### src/rtl/sse_pkg.sv
// Shared types and helpers for the sample stream engine: FSM state, tick divider,
// width helpers and byte reversal.
package sse_pkg;

    typedef enum logic [1:0] {
        IDLE = 2'd0,
        LOAD = 2'd1,
        SEND = 2'd2
    } sse_state_t;

    // Widest sample the byte-swap helper handles.
    localparam int unsigned SWAP_MAX_W = 128;

    function automatic int unsigned sse_div(input int unsigned clk_hz, input int unsigned fs_hz);
        return clk_hz / fs_hz;
    endfunction

    function automatic int unsigned sse_idx_w(input int unsigned ch);
        return (ch > 1) ? $clog2(ch) : 1;
    endfunction

    function automatic int unsigned sse_ptr_w(input int unsigned depth);
        return (depth > 1) ? $clog2(depth) : 1;
    endfunction

    function automatic int unsigned sse_lvl_w(input int unsigned depth);
        return $clog2(depth) + 1;
    endfunction

    function automatic logic [SWAP_MAX_W-1:0] byte_swap(input logic [SWAP_MAX_W-1:0] d,
                                                         input int unsigned nbytes);
        logic [SWAP_MAX_W-1:0] r;
        r = '0;
        for (int unsigned i = 0; i < nbytes; i++) begin
            r[8*i +: 8] = d[8*(nbytes-1-i) +: 8];
        end
        return r;
    endfunction

endpackage

### src/rtl/sample_fifo.sv
// Synchronous first-word-fall-through sample FIFO; pushes while full and pops while
// empty are ignored.
module sample_fifo
    import sse_pkg::*;
#(
    parameter  int unsigned DATA_W = 24,
    parameter  int unsigned DEPTH  = 16,
    localparam int unsigned PTR_W  = sse_ptr_w(DEPTH),
    localparam int unsigned LVL_W  = sse_lvl_w(DEPTH)
) (
    input  logic              clk,
    input  logic              rst,
    input  logic              i_push,
    input  logic [DATA_W-1:0] i_din,
    input  logic              i_pop,
    output logic [DATA_W-1:0] o_dout,
    output logic [LVL_W-1:0]  o_level,
    output logic              o_full,
    output logic              o_empty
);

    logic [DATA_W-1:0] r_mem [DEPTH];
    logic [PTR_W-1:0]  r_wr_ptr;
    logic [PTR_W-1:0]  r_rd_ptr;
    logic [LVL_W-1:0]  r_level;
    logic              w_push;
    logic              w_pop;

    assign o_full  = (r_level == LVL_W'(DEPTH));
    assign o_empty = (r_level == '0);
    assign w_push  = i_push && !o_full;
    assign w_pop   = i_pop && !o_empty;
    assign o_dout  = r_mem[r_rd_ptr];
    assign o_level = r_level;

    always_ff @(posedge clk) begin
        if (w_push) begin
            r_mem[r_wr_ptr] <= i_din;
        end
    end

    always_ff @(posedge clk or posedge rst) begin
        if (rst) begin
            r_wr_ptr <= '0;
            r_rd_ptr <= '0;
            r_level  <= '0;
        end else begin
            if (w_push) begin
                r_wr_ptr <= r_wr_ptr + PTR_W'(1);
            end
            if (w_pop) begin
                r_rd_ptr <= r_rd_ptr + PTR_W'(1);
            end
            case ({w_push, w_pop})
                2'b10:   r_level <= r_level + LVL_W'(1);
                2'b01:   r_level <= r_level - LVL_W'(1);
                default: r_level <= r_level;
            endcase
        end
    end

endmodule

### src/rtl/sample_stream_engine.sv
// Multi-channel output stage: buffers interleaved samples, releases one frame per
// sample-rate tick to the DAC register and an Avalon-ST source, counts underruns/late ticks.
module sample_stream_engine
    import sse_pkg::*;
#(
    parameter  int unsigned DATA_W = 24,
    parameter  int unsigned CH     = 2,
    parameter  int unsigned DEPTH  = 16,
    parameter  int unsigned CLK_HZ = 100_000_000,
    parameter  int unsigned FS_HZ  = 96_000,
    parameter  int unsigned OUT_W  = 32,
    localparam int unsigned IDX_W  = sse_idx_w(CH),
    localparam int unsigned LVL_W  = sse_lvl_w(DEPTH)
) (
    input  logic                 clk,
    input  logic                 reset,
    input  logic [DATA_W-1:0]    i_sample,
    input  logic                 i_valid,
    output logic                 o_ready,
    input  logic                 i_swap_bytes,
    input  logic                 i_mute,
    output logic [CH*DATA_W-1:0] o_dac_frame,
    output logic [OUT_W-1:0]     aso_data,
    output logic [IDX_W-1:0]     aso_channel,
    output logic                 aso_valid,
    input  logic                 aso_ready,
    output logic [LVL_W-1:0]     o_level,
    output logic [15:0]          o_underrun_cnt,
    output logic [15:0]          o_late_cnt
);

    localparam int unsigned DIV   = sse_div(CLK_HZ, FS_HZ);
    localparam int unsigned CNT_W = (DIV > 1) ? $clog2(DIV) : 1;

    logic [CNT_W-1:0]     r_div_cnt;
    logic                 w_tick;
    logic                 r_ready;
    sse_state_t           r_state;
    logic [IDX_W-1:0]     r_idx;
    logic [DATA_W-1:0]    r_load_buf [CH];
    logic [DATA_W-1:0]    r_st_buf [CH];
    logic [CH*DATA_W-1:0] r_dac_frame;
    logic [CH*DATA_W-1:0] w_next_frame;
    logic [15:0]          r_underrun;
    logic [15:0]          r_late;

    logic                 w_push;
    logic                 w_pop;
    logic [DATA_W-1:0]    w_fifo_dout;
    logic [LVL_W-1:0]     w_level;
    logic [LVL_W-1:0]     w_level_next;
    logic                 w_full;
    logic                 w_empty;
    logic [DATA_W-1:0]    w_pop_sample;
    logic [DATA_W-1:0]    w_st_sample;
    logic                 w_last_idx;

    sample_fifo #(
        .DATA_W (DATA_W),
        .DEPTH  (DEPTH)
    ) u_fifo (
        .clk     (clk),
        .rst     (reset),
        .i_push  (w_push),
        .i_din   (i_sample),
        .i_pop   (w_pop),
        .o_dout  (w_fifo_dout),
        .o_level (w_level),
        .o_full  (w_full),
        .o_empty (w_empty)
    );

    assign w_tick       = (r_div_cnt == CNT_W'(DIV - 1));
    assign w_push       = i_valid && r_ready && !w_full;
    assign w_pop        = (r_state == LOAD) && !w_empty;
    assign w_level_next = w_level + LVL_W'(w_push) - LVL_W'(w_pop);
    assign w_last_idx   = (r_idx == IDX_W'(CH - 1));

    // Mute and swap are applied as each word is popped so a frame in flight stays stable.
    assign w_pop_sample = i_mute ? '0 : w_fifo_dout;
    assign w_st_sample  = i_swap_bytes
                        ? DATA_W'(byte_swap(SWAP_MAX_W'(w_pop_sample), DATA_W / 8))
                        : w_pop_sample;

    always_comb begin
        w_next_frame = '0;
        for (int unsigned c = 0; c < CH; c++) begin
            w_next_frame[c*DATA_W +: DATA_W] = (IDX_W'(c) == r_idx) ? w_pop_sample : r_load_buf[c];
        end
    end

    always_ff @(posedge clk or posedge reset) begin
        if (reset) begin
            r_div_cnt <= '0;
            r_ready   <= 1'b0;
        end else begin
            r_div_cnt <= w_tick ? '0 : r_div_cnt + CNT_W'(1);
            r_ready   <= (w_level_next < LVL_W'(DEPTH));
        end
    end

    always_ff @(posedge clk) begin
        if (r_state == LOAD) begin
            r_load_buf[r_idx] <= w_pop_sample;
            r_st_buf[r_idx]   <= w_st_sample;
        end
    end

    always_ff @(posedge clk or posedge reset) begin
        if (reset) begin
            r_state     <= IDLE;
            r_idx       <= '0;
            r_dac_frame <= '0;
            r_underrun  <= '0;
            r_late      <= '0;
        end else begin
            if (w_tick && (r_state != IDLE) && (r_late != '1)) begin
                r_late <= r_late + 16'd1;
            end
            case (r_state)
                IDLE: begin
                    if (w_tick) begin
                        if (w_level >= LVL_W'(CH)) begin
                            r_state <= LOAD;
                            r_idx   <= '0;
                        end else begin
                            r_dac_frame <= '0;
                            if (r_underrun != '1) begin
                                r_underrun <= r_underrun + 16'd1;
                            end
                        end
                    end
                end
                LOAD: begin
                    if (w_last_idx) begin
                        r_dac_frame <= w_next_frame;
                        r_state     <= SEND;
                        r_idx       <= '0;
                    end else begin
                        r_idx <= r_idx + IDX_W'(1);
                    end
                end
                SEND: begin
                    if (aso_ready) begin
                        if (w_last_idx) begin
                            r_state <= IDLE;
                            r_idx   <= '0;
                        end else begin
                            r_idx <= r_idx + IDX_W'(1);
                        end
                    end
                end
                default: r_state <= IDLE;
            endcase
        end
    end

    assign o_ready        = r_ready;
    assign o_dac_frame    = r_dac_frame;
    assign o_level        = w_level;
    assign o_underrun_cnt = r_underrun;
    assign o_late_cnt     = r_late;
    assign aso_valid      = (r_state == SEND);
    assign aso_channel    = aso_valid ? r_idx : '0;
    assign aso_data       = aso_valid ? OUT_W'(r_st_buf[r_idx]) : '0;

endmodule

### config.mk
export PLATFORM = sky130hd
export DESIGN_NAME = sample_stream_engine
export DESIGN_NICKNAME = d
export VERILOG_FILES = /design/src/rtl/sse_pkg.sv /design/src/rtl/sample_fifo.sv /design/src/rtl/sample_stream_engine.sv
export SDC_FILE = /design/constraint.sdc
export NUM_CORES = 1
export LEC_CHECK = 0
export BUFFER_PORTS_ARGS = -buffer_cell sky130_fd_sc_hd__buf_2
export CORE_ASPECT_RATIO = 1.4
export CORE_UTILIZATION = 55
export CTS_BUF_LIST = sky130_fd_sc_hd__clkbuf_8
export CTS_CLUSTER_SIZE = 40
export DETAILED_ROUTE_END_ITERATION = 10
export PLACE_DENSITY = 0.7
export SKIP_LAST_GASP = 1
export SYNTH_ARGS = -nofsm -noshare
export SYNTH_HDL_FRONTEND = slang
export SYNTH_SLANG_ARGS = --single-unit
export TNS_END_PERCENT = 5
### constraint.sdc
create_clock -name clk -period 4.7 [get_ports clk]
set_input_delay 0.235 -clock clk [delete_from_list [all_inputs] [get_ports clk]]
set_output_delay 0.235 -clock clk [all_outputs]
set_load 0.01 [all_outputs]
======== Yosys cells after proc, flatten, opt, wreduce, memory -nomap -nowiden ========
Memory sizes are Yosys's and may differ from the RTL's.
Cells that the tools add are included.
cells by class
  add/subtract/negate cells ............... 10
  div/mod/pow operators ................... 0
  multiplexer cells ....................... 25
  bitwise operators ....................... 1
  shift-type cells ........................ 0
  reduce and logical (&&, ||, !) cells .... 19
  magnitude comparators ................... 2
  multipliers ............................. 0
  equality and inequality tests ........... 14
operators by type and width
  cell                                                               number
  two-way mux 48 bit                                                 3
  one-hot mux 48 bit (2 select lines)                                1
  two-way mux 24 bit                                                 3
  adder 16 x 1 -> 16 bit, second input constant                      2
  != test 16 bit, second input constant                              2
  AND reduction 4 bit                                                3
  adder 11 x 1 -> 11 bit, second input constant                      1
  equality test 11 bit, second input constant                        1
  two-way mux 11 bit                                                 1
  two-way mux 2 bit                                                  5
  one-hot mux 5 bit (2 select lines)                                 1
  two-way mux 1 bit                                                  9
  adder 4 x 1 -> 4 bit, second input constant                        2
  != test 2 bit, second input constant                               4
  logical AND 1 bit                                                  7
  one-hot mux 2 bit (3 select lines)                                 1
  nonzero test 2 bit                                                 3
  adder 5 x 1 -> 5 bit                                               1
  adder 5 x 1 -> 5 bit, second input constant                        1
  equality test 5 bit, second input constant                         1
  greater-or-equal comparator 5 x 2 -> 1 bit, second input constant  1
  logical NOT 5 bit                                                  1
  < comparator 5 bit, second input constant                          1
  AND reduction 5 bit                                                1
  other kinds (11)                                                   15
word-level totals
  latch bits .............................. 0
  RAM bits ................................ 480
  logic and storage cells ................. 84
  output and inout port bits .............. 120
  memory bits (read-only) ................. 0
  memories ................................ 3
  flip-flop bits (word level) ............. 108
memories
  name          words  bits a word  rd ports  clocked after Yosys merged registers in  wr ports  RTL line                    source
  u_fifo.r_mem  16     24           1         0                                        1         sample_fifo.sv:22           logic [DATA_W-1:0] r_mem [DEPTH];
  r_load_buf    2      24           1         0                                        1         sample_stream_engine.sv:40  logic [DATA_W-1:0] r_load_buf [CH];
  r_st_buf      2      24           1         0                                        1         sample_stream_engine.sv:41  logic [DATA_W-1:0] r_st_buf [CH];

======== Longest topological paths before layout ========
Gate-level depths: netlist (run 1).
  depth in word-level cells ............... 6
  depth in mapped cells ................... 14

======== By module ========
A second synthesis (run 1) with hierarchy kept.
unflattened totals
  cell total of the unflattened synthesis .. 1405
  area total of the unflattened synthesis .. 22756.8 µm²
by module, submodules not included
  module                cells each  area each (µm²)  seq. area each (µm²)  times used
  sample_fifo           785         15726.3          11856.4               1
  sample_stream_engine  620         7030.5           4299.1                1

======== Least setup slack after synthesis (run 1) ========
No wires, ideal clock.
  path type ............................... register to register
  start point ............................. register u_fifo.r_level[2], in the netlist u_fifo.o_level[2]
  end point ............................... memory u_fifo.r_mem[3][0], enable pin
  arrival time ............................ 3.274 ns
  stages on the path, launching flop included .. 6
  data required time ...................... 4.265 ns
  path slack .............................. 0.991 ns
  cell sequence ........................... dfrtp_1 > inv_1 > ha_1 > a31oi_1 > nand2_1 > nor3_1
between the ends
  cells in the longest elaborated chain, start to end .. 6
ends and longest elaborated chain
  what                                         RTL line                                       source
  start, declared                              sample_fifo.sv:25                              logic [LVL_W-1:0] r_level;
  start signal, assigned                       sample_fifo.sv:55                              2'b10: r_level <= r_level + LVL_W'(1);
  start signal, assigned                       sample_fifo.sv:56                              2'b01: r_level <= r_level - LVL_W'(1);
  start signal, assigned                       sample_fifo.sv:57                              default: r_level <= r_level;
  equality test 5 bit (*)                      sample_fifo.sv:29                              assign o_full = (r_level == LVL_W'(DEPTH));
  logical NOT 1 bit (*)                        sample_fifo.sv:31, sample_stream_engine.sv:74
  logical AND 1 bit                            sample_stream_engine.sv:74                     assign w_push = i_valid && r_ready && !w_full;
  logical AND 1 bit (*)                        sample_fifo.sv:31                              assign w_push = i_push && !o_full;
  two-way mux 1 bit (*)                        sample_fifo.sv:37                              if (w_push) begin
  two-way mux 1 bit (implied by the code) (*)  sample_fifo.sv:38                              r_mem[r_wr_ptr] <= i_din;
  end, declared                                sample_fifo.sv:22
Every way passes the cells marked *; elsewhere a longest branch is shown, timed or not.

======== Final worst setup path (run 1) ========
  start point ............................. register u_fifo.r_level[2], in the netlist u_fifo.o_level[2]
  end point ............................... memory u_fifo.r_mem[11][17], enable pin
Same word-level chain as after synthesis.

==> results.toml, run 1 <==
[run_status]
status = "completed"

[finish]
final_net_count = 1625
fillers = 2902
drive_above_1_share_pct = 22.8
seqCellArea_um2 = 16200
instances_no_fill = 2172
multi_input_area_um2 = 5780
post-route-cell-area_um2 = 25700
syn2layout_area_growth_pct = 14.6

[synth]
ys_warn_count = 0
syn_area_um2 = 22400
synth-seq-cells = 556
synth_enable_flop_cells = 448
async_reset_ff_share_pct = 19.4
seq_area_frac_synth_pct = 72.0
synth.distinct_cells = 55
synth.avg_cell_area_um2 = 16.8
synth_cells = 1339
synthFlopType = "edfxtp_1"

[floorplan]
die_x_um = 173
initial_utilization_pct = 55.7
io_pins = 150
die-area_um2 = 41600
coreArea_um2 = 40300
die-height_um = 241
fp-row-count = 87

[clock_network]
cts_sinks = 556
cts_made_buffers = 82
cts_buffer_depth = 3
ctsHoldBuffers = 25
cts_tree = "yes"
postCtsSetupBuffers = 0
cts_resized = 0
insertion_delay_ns = 0.65
root_buffer = "clkbuf_8"
cts-htree-levels = 3
clk_pin_slew_worst_paths_ns = 0.06

[min_path]
min_path_cells = 4
min_to = "u_fifo.r_wr_ptr[0]"
hold_path_class = "input pin to flip-flop"
worstHoldStart = "i_valid"

[timing]
final-setup-viol-count = 0
fmax_ghz = 0.277
tightest_slew_ns = 1.20
skew_ns = 0.0253
finalHoldViolCount = 0
finalCritPeriodShare_pct = 76.7
fin_crit_ns = 3.61
fin_setup_tns_ns = 0
slew_viol_final = 0
fin_hold_ws_ns = 0.174
rsz0062_at_grt = "no"
maxSlewHeadroom_pct = 19.7

[worst_setup_path]
r2r-start = "u_fifo.o_level[2]"
worst-setup-path-type = "flip-flop to flip-flop"
crit_path_max_fanout = 13
reg2reg_slack_ns = 1.09
crit_required_ns = 5.03
cp-end-kind = "flip-flop"
start_kind = "flip-flop"
arrival_ns = 3.93
reg2reg_depth = 6
timing.rr.end = "u_fifo.r_mem[11][17]"

[routing]
drcViolationCount = 0
viasPerCell = 5.72
drtAntennaViolNets = 0
wl_per_cell_um = 22.7
drt_iter0_markers = 785
drt_wl_total_mm = 49.4
num_vias = 12400
dr.pass1.iters = 6

[power_and_ir_drop]
pwr-share-comb_pct = 9.1
p_sw_mw = 2.52
power_leakage_nw = 9.47
powerDensity_nw_per_um2 = 399
swShare_pct = 24.5
peakVddDrop_v = 0.000246
seq_power_share_pct = 55.7
power.internal_mw = 7.74
pwr-share-clk_pct = 35.2

[place]
dp_hpwl_mm = 31.8
portBuffers = 141
gp_congestion = 0.834
dp_cells = 1997
place_area_um2 = 23900

[global_route]
globalRouteOverflowTotal = 0
antenna_found_initial = 1
grt_start_max_net_pins = 68
gr-usage-all-layers_pct = 24.1
grt_pass1_wl_mm = 74.8
grt_pass1_vias = 12800

[job]
max-cap-violations = 0
cells in the mapped netlist (2+ instances only):
cell type	instances	area [µm²]
buf_2	20	100
buf_6	2	22.5
a21oi_1	9	45.0
nand2_1	60	225
buf_1	3	11.3
o21ai_0	16	80.1
o31a_1	3	26.3
mux2_2	7	78.8
a22o_1	20	175
xor2_1	10	87.6
mux4_2	40	901
mux2i_1	162	1620
and2_1	4	25.0
o2bb2ai_1	17	149
nor3_1	9	45.0
xnor2_1	40	350
ha_1	23	288
buf_4	18	135
edfxtp_1	448	13500
a211oi_1	17	128
and3_1	5	31.3
nor2_1	30	113
nand3_1	22	110
a2111oi_0	12	105
o21bai_1	2	15.0
inv_1	61	229
a31oi_1	5	31.3
nand4_1	17	106
nand2b_1	6	37.5
clkbuf_1	30	113
nor4_1	2	12.5
a221oi_1	11	96.3
and4_1	3	26.3
dfrtp_1	108	2700
a22oi_1	35	263
a21o_1	2	15.0
nor2b_1	42	263
routing by layer:
layer  routed length [µm]  part of all wire [%]  GRT usage [%]
met1                19600                    40           29.3
met2                25900                    52           42.9
met3                 2420                   4.9           3.69
met4                 1440                   2.9           10.5
met5                    0                     0              0
registers in the layout, summed over array words and instances, names as in the netlist:
register and count:
u_fifo.r_mem 384, o_dac_frame 48, r_st_buf 40, r_load_buf 24
o_late_cnt 16, o_underrun_cnt 16, r_div_cnt 11, u_fifo.o_level 5
u_fifo.r_rd_ptr 4, u_fifo.r_wr_ptr 4, r_state 2, o_ready 1
r_idx 1
cells in the final DEF, fill, tap and decap left out, drive strengths merged, types with 16 or more instances in the layout:
master	netlist	layout
clkbuf	30	87
edfxtp	448	448
o2bb2ai	18	18
mux2i	162	162
nor2	31	31
o21ai	16	16
inv	61	94
a211oi	17	17
nand3	23	23
clkinv	0	23
nand2	60	60
a22o	20	20
ha	23	23
mux4	40	40
nand4	17	17
buf	43	190
a22oi	35	35
xnor2	40	40
dlygate4sd3	0	25
dfrtp	108	108
nor2b	42	42
how the worst max path moves through the flow:
stage | start | end | slack [ns] | cells past startpoint
after floorplan | u_fifo.o_level[2] | u_fifo.r_mem[3][0] | 0.99 | 5
after global routing | u_fifo.o_level[2] | u_fifo.r_mem[11][4] | 0.91 | 6
after global placement | u_fifo.o_level[2] | u_fifo.r_mem[11][18] | 1.21 | 6
after detailed placement | u_fifo.o_level[2] | u_fifo.r_mem[11][18] | 1.09 | 6
after CTS | u_fifo.o_level[2] | u_fifo.r_mem[11][18] | 1.07 | 6
final | u_fifo.o_level[2] | u_fifo.r_mem[11][17] | 1.09 | 6
stage by stage:
| stage | total power [mW] | worst slack, ns | util (%) |
|---|---|---|---|
| after floorplan | 6.34 | 0.991 | - |
| final | 10.3 | 1.09 | 63.8 |
| after detailed placement | 6.74 | 1.09 | 59.4 |
| after global routing | 10.7 | 0.907 | 63.8 |
| after CTS | 10.3 | 1.07 | 63.8 |
| after global placement | 6.71 | 1.21 | 59.4 |
logic make-up (layout without fill, tap and decap cells):
kind of cell	count (synthesis)	after routing	synth area share, %
compound gates	156	156	5.46
flops	556	556	72.0
mux	209	209	11.6
buf+inv	134	425	2.72
simple gates	210	210	5.00
fa+ha+maj	23	23	1.28
other cells	1	9	0.0167
xor+xnor	50	50	1.95
cell type report:
type                            instances  area share [%]
Clock buffer                           87            4.66
Antenna cell                            1         0.00973
Multi-Input combinational cell        656            22.5
Tap cell                              534            2.60
Timing Repair Buffer                  215            5.25
Inverter                               61           0.900
Sequential cell                       556            62.8
Clock inverter                         62            1.26
critical path: stages (launching register included):
cell and delay [ns]:
dfrtp_1 0.42, inv_1 0.14, ha_1 0.25, a31oi_1 0.95, nand2_1 0.42, nor2_2 0.73, buf_4 0.35
power by group through the flow:
| stage | Clock [mW] | Sequential (mW) | Combinational, mW |
|---|---|---|---|
| 5_1_grt | 3.90 | 5.73 | 1.02 |
| 3_5_place_dp | 0 | 5.81 | 0.924 |
| 3_3_place_gp | 0 | 5.80 | 0.906 |
| 6_report | 3.61 | 5.72 | 0.935 |
| 4_1_cts | 3.69 | 5.71 | 0.946 |
| 2_1_floorplan | 0 | 5.77 | 0.570 |
No activity file was read; power rests on OpenSTA's default activity.
==> inputs of run 2 (changes only) <==
clock period = 3.45 ns   (was 4.7 ns; I/O delays follow)
==> run 2 against run 1 <==
Net effect:
- combinational power increased by 40%
- setup slack lost 0.45 ns
- worst hold slack worse by 0.095 ns
- global-route usage is 0.31 points lower
- wire length fell by 1.5%
- non-clock buffer count increased by 19
- via count down 0.56%
- critical endpoint is now o_dac_frame[17]
- largest cell class unchanged
- highest routed layer unchanged
==> results.toml, run 2 (synthesis gave the netlist of run 1 again) <==
[clock_network]
root_buffer = "clkbuf_8"
cts_made_buffers = 78
postCtsSetupBuffers = 0
cts-htree-levels = 3
cts_sinks = 556
cts_tree = "yes"
clk_pin_slew_worst_paths_ns = 0.07
cts_resized = 0
cts_buffer_depth = 3
insertion_delay_ns = 0.65

[job]
max-cap-violations = 0

[global_route]
grt_pass1_vias = 12800
gr-usage-all-layers_pct = 23.8
globalRouteOverflowTotal = 0
grt_pass1_wl_mm = 73.6
grt_start_max_net_pins = 69
antenna_found_initial = 1

[routing]
drt_wl_total_mm = 48.6
dr.pass1.iters = 5
drtAntennaViolNets = 0
wl_per_cell_um = 22.2
num_vias = 12400
drt_iter0_markers = 859
drcViolationCount = 0
viasPerCell = 5.65

[timing]
slew_viol_final = 0
fin_setup_tns_ns = 0
final-setup-viol-count = 0
finalHoldViolCount = 0
fmax_ghz = 0.356
skew_ns = 0.0184
tightest_slew_ns = 1.03
fin_hold_ws_ns = 0.0792
fin_crit_ns = 2.81
maxSlewHeadroom_pct = 31.4
rsz0062_at_grt = "no"
fin_ws_ns = 0.641
finalCritPeriodShare_pct = 81.4

[floorplan]
coreArea_um2 = 40300
die-height_um = 241
initial_utilization_pct = 55.7
io_pins = 150
die_x_um = 173
die-area_um2 = 41600
fp-row-count = 87

[worst_setup_path]
cp-end-kind = "flip-flop"
crit_required_ns = 4.00
start_kind = "flip-flop"
arrival_ns = 3.36
worst-setup-path-type = "flip-flop to flip-flop"
crit_path_max_fanout = 32

[finish]
final_common_cell = "edfxtp_1"
post-route-cell-area_um2 = 26000
syn2layout_area_growth_pct = 16.1
drive_above_1_share_pct = 24.0
largest_reg_flops = 384
final_net_count = 1640
regMostFlops = "u_fifo.r_mem"
final_cell_mix = "448 x edfxtp_1, 162 x mux2i_1, 141 x buf_2"
final_core_util_pct = 64.7
fillers = 2846

[place]
portBuffers = 141
place_area_um2 = 24200
gp_congestion = 0.800
dpl_worst_slack_ns = 0.622
dp_hpwl_mm = 30.8

[run_status]
status = "completed"

[power_and_ir_drop]
peakVddDrop_v = 0.000278
power_leakage_nw = 9.61
powerDensity_nw_per_um2 = 549

[min_path]
hold_path_class = "input pin to flip-flop"
[run 2: changes by cell type in the layout (fill, tap and decap cells not counted), sizes merged]
cell,delta
bufinv,+4
clkbuf,+1
buf,+19
inv,-12
clkinvlp,-2
clkinv,+4
[run 2: stage by stage]
step | cells | power (mW)
detailed placement | 2016 | 9.21
global placement | 2016 | 9.16
finish | 2186 | 14.3
CTS | 2185 | 14.4
global route | 2186 | 14.9
floorplan | 1346 | 8.65
[run 2: power breakdown]
part	switching (mW)	internal, mW	total [mW]	leakage [nW]
combinational	0.831	0.475	1.31	3.20
clock	2.41	2.80	5.20	0.895
sequential	0.169	7.62	7.78	5.51
[run 2: area by class of cell]
| cell class | count | area (µm²) | share of cell area [%] |
|---|---|---|---|
| sequential | 556 | 16200 | 62.0 |
| multi-input combinational | 656 | 5790 | 22.2 |
| timing repair buffer | 234 | 1590 | 6.11 |
| clock buffer | 88 | 1210 | 4.65 |
| tap | 534 | 668 | 2.57 |
| clock inverter | 56 | 393 | 1.51 |
| inverter | 61 | 231 | 0.889 |
| antenna | 1 | 2.50 | 0.00961 |
[run 2: worst paths after layout]
path / from / endpoint / slack (ns) / depth (start not counted)
worst max-delay path: u_fifo.o_level[2] / o_dac_frame[17] / 0.64 / 9
worst min-delay path: i_valid / u_fifo.r_wr_ptr[0] / 0.08 / 5
worst max register to register: u_fifo.o_level[2] / o_dac_frame[17] / 0.64 / 9
worst min register to register: o_late_cnt[15] / o_late_cnt[15] / 0.49 / 1
max in group asynchronous: reset / o_dac_frame[25] / 2.39 / 4
min in group asynchronous: reset / r_div_cnt[10] / 0.27 / 3
[run 2: critical path, stage by stage, from the launching register on]
cell and delay, ns:
dfrtp_1 0.44, inv_1 0.18, ha_1 0.22, nand4bb_1 0.13, o2111ai_2 0.11, buf_4 0.19, nor2_1 0.07, o2bb2ai_4 0.79
buf_4 0.32, mux2i_1 0.22
[run 2: metal layers]
layer	vias to the layer above	wire length, µm	GRT usage [%]	part of all wire [%]
met5	-	0	0	0
met4	0	1220	9.39	2.5
met3	80	2230	3.92	4.6
met2	361	26000	43.6	53
met1	6286	19200	27.9	39
li1	5628	-	-	-
[run 2: what timing repair did]
action                                 CTS  global route
hold buffers                            25             0
setup endpoints to repair                0             0
endpoints found under the hold margin  451             0
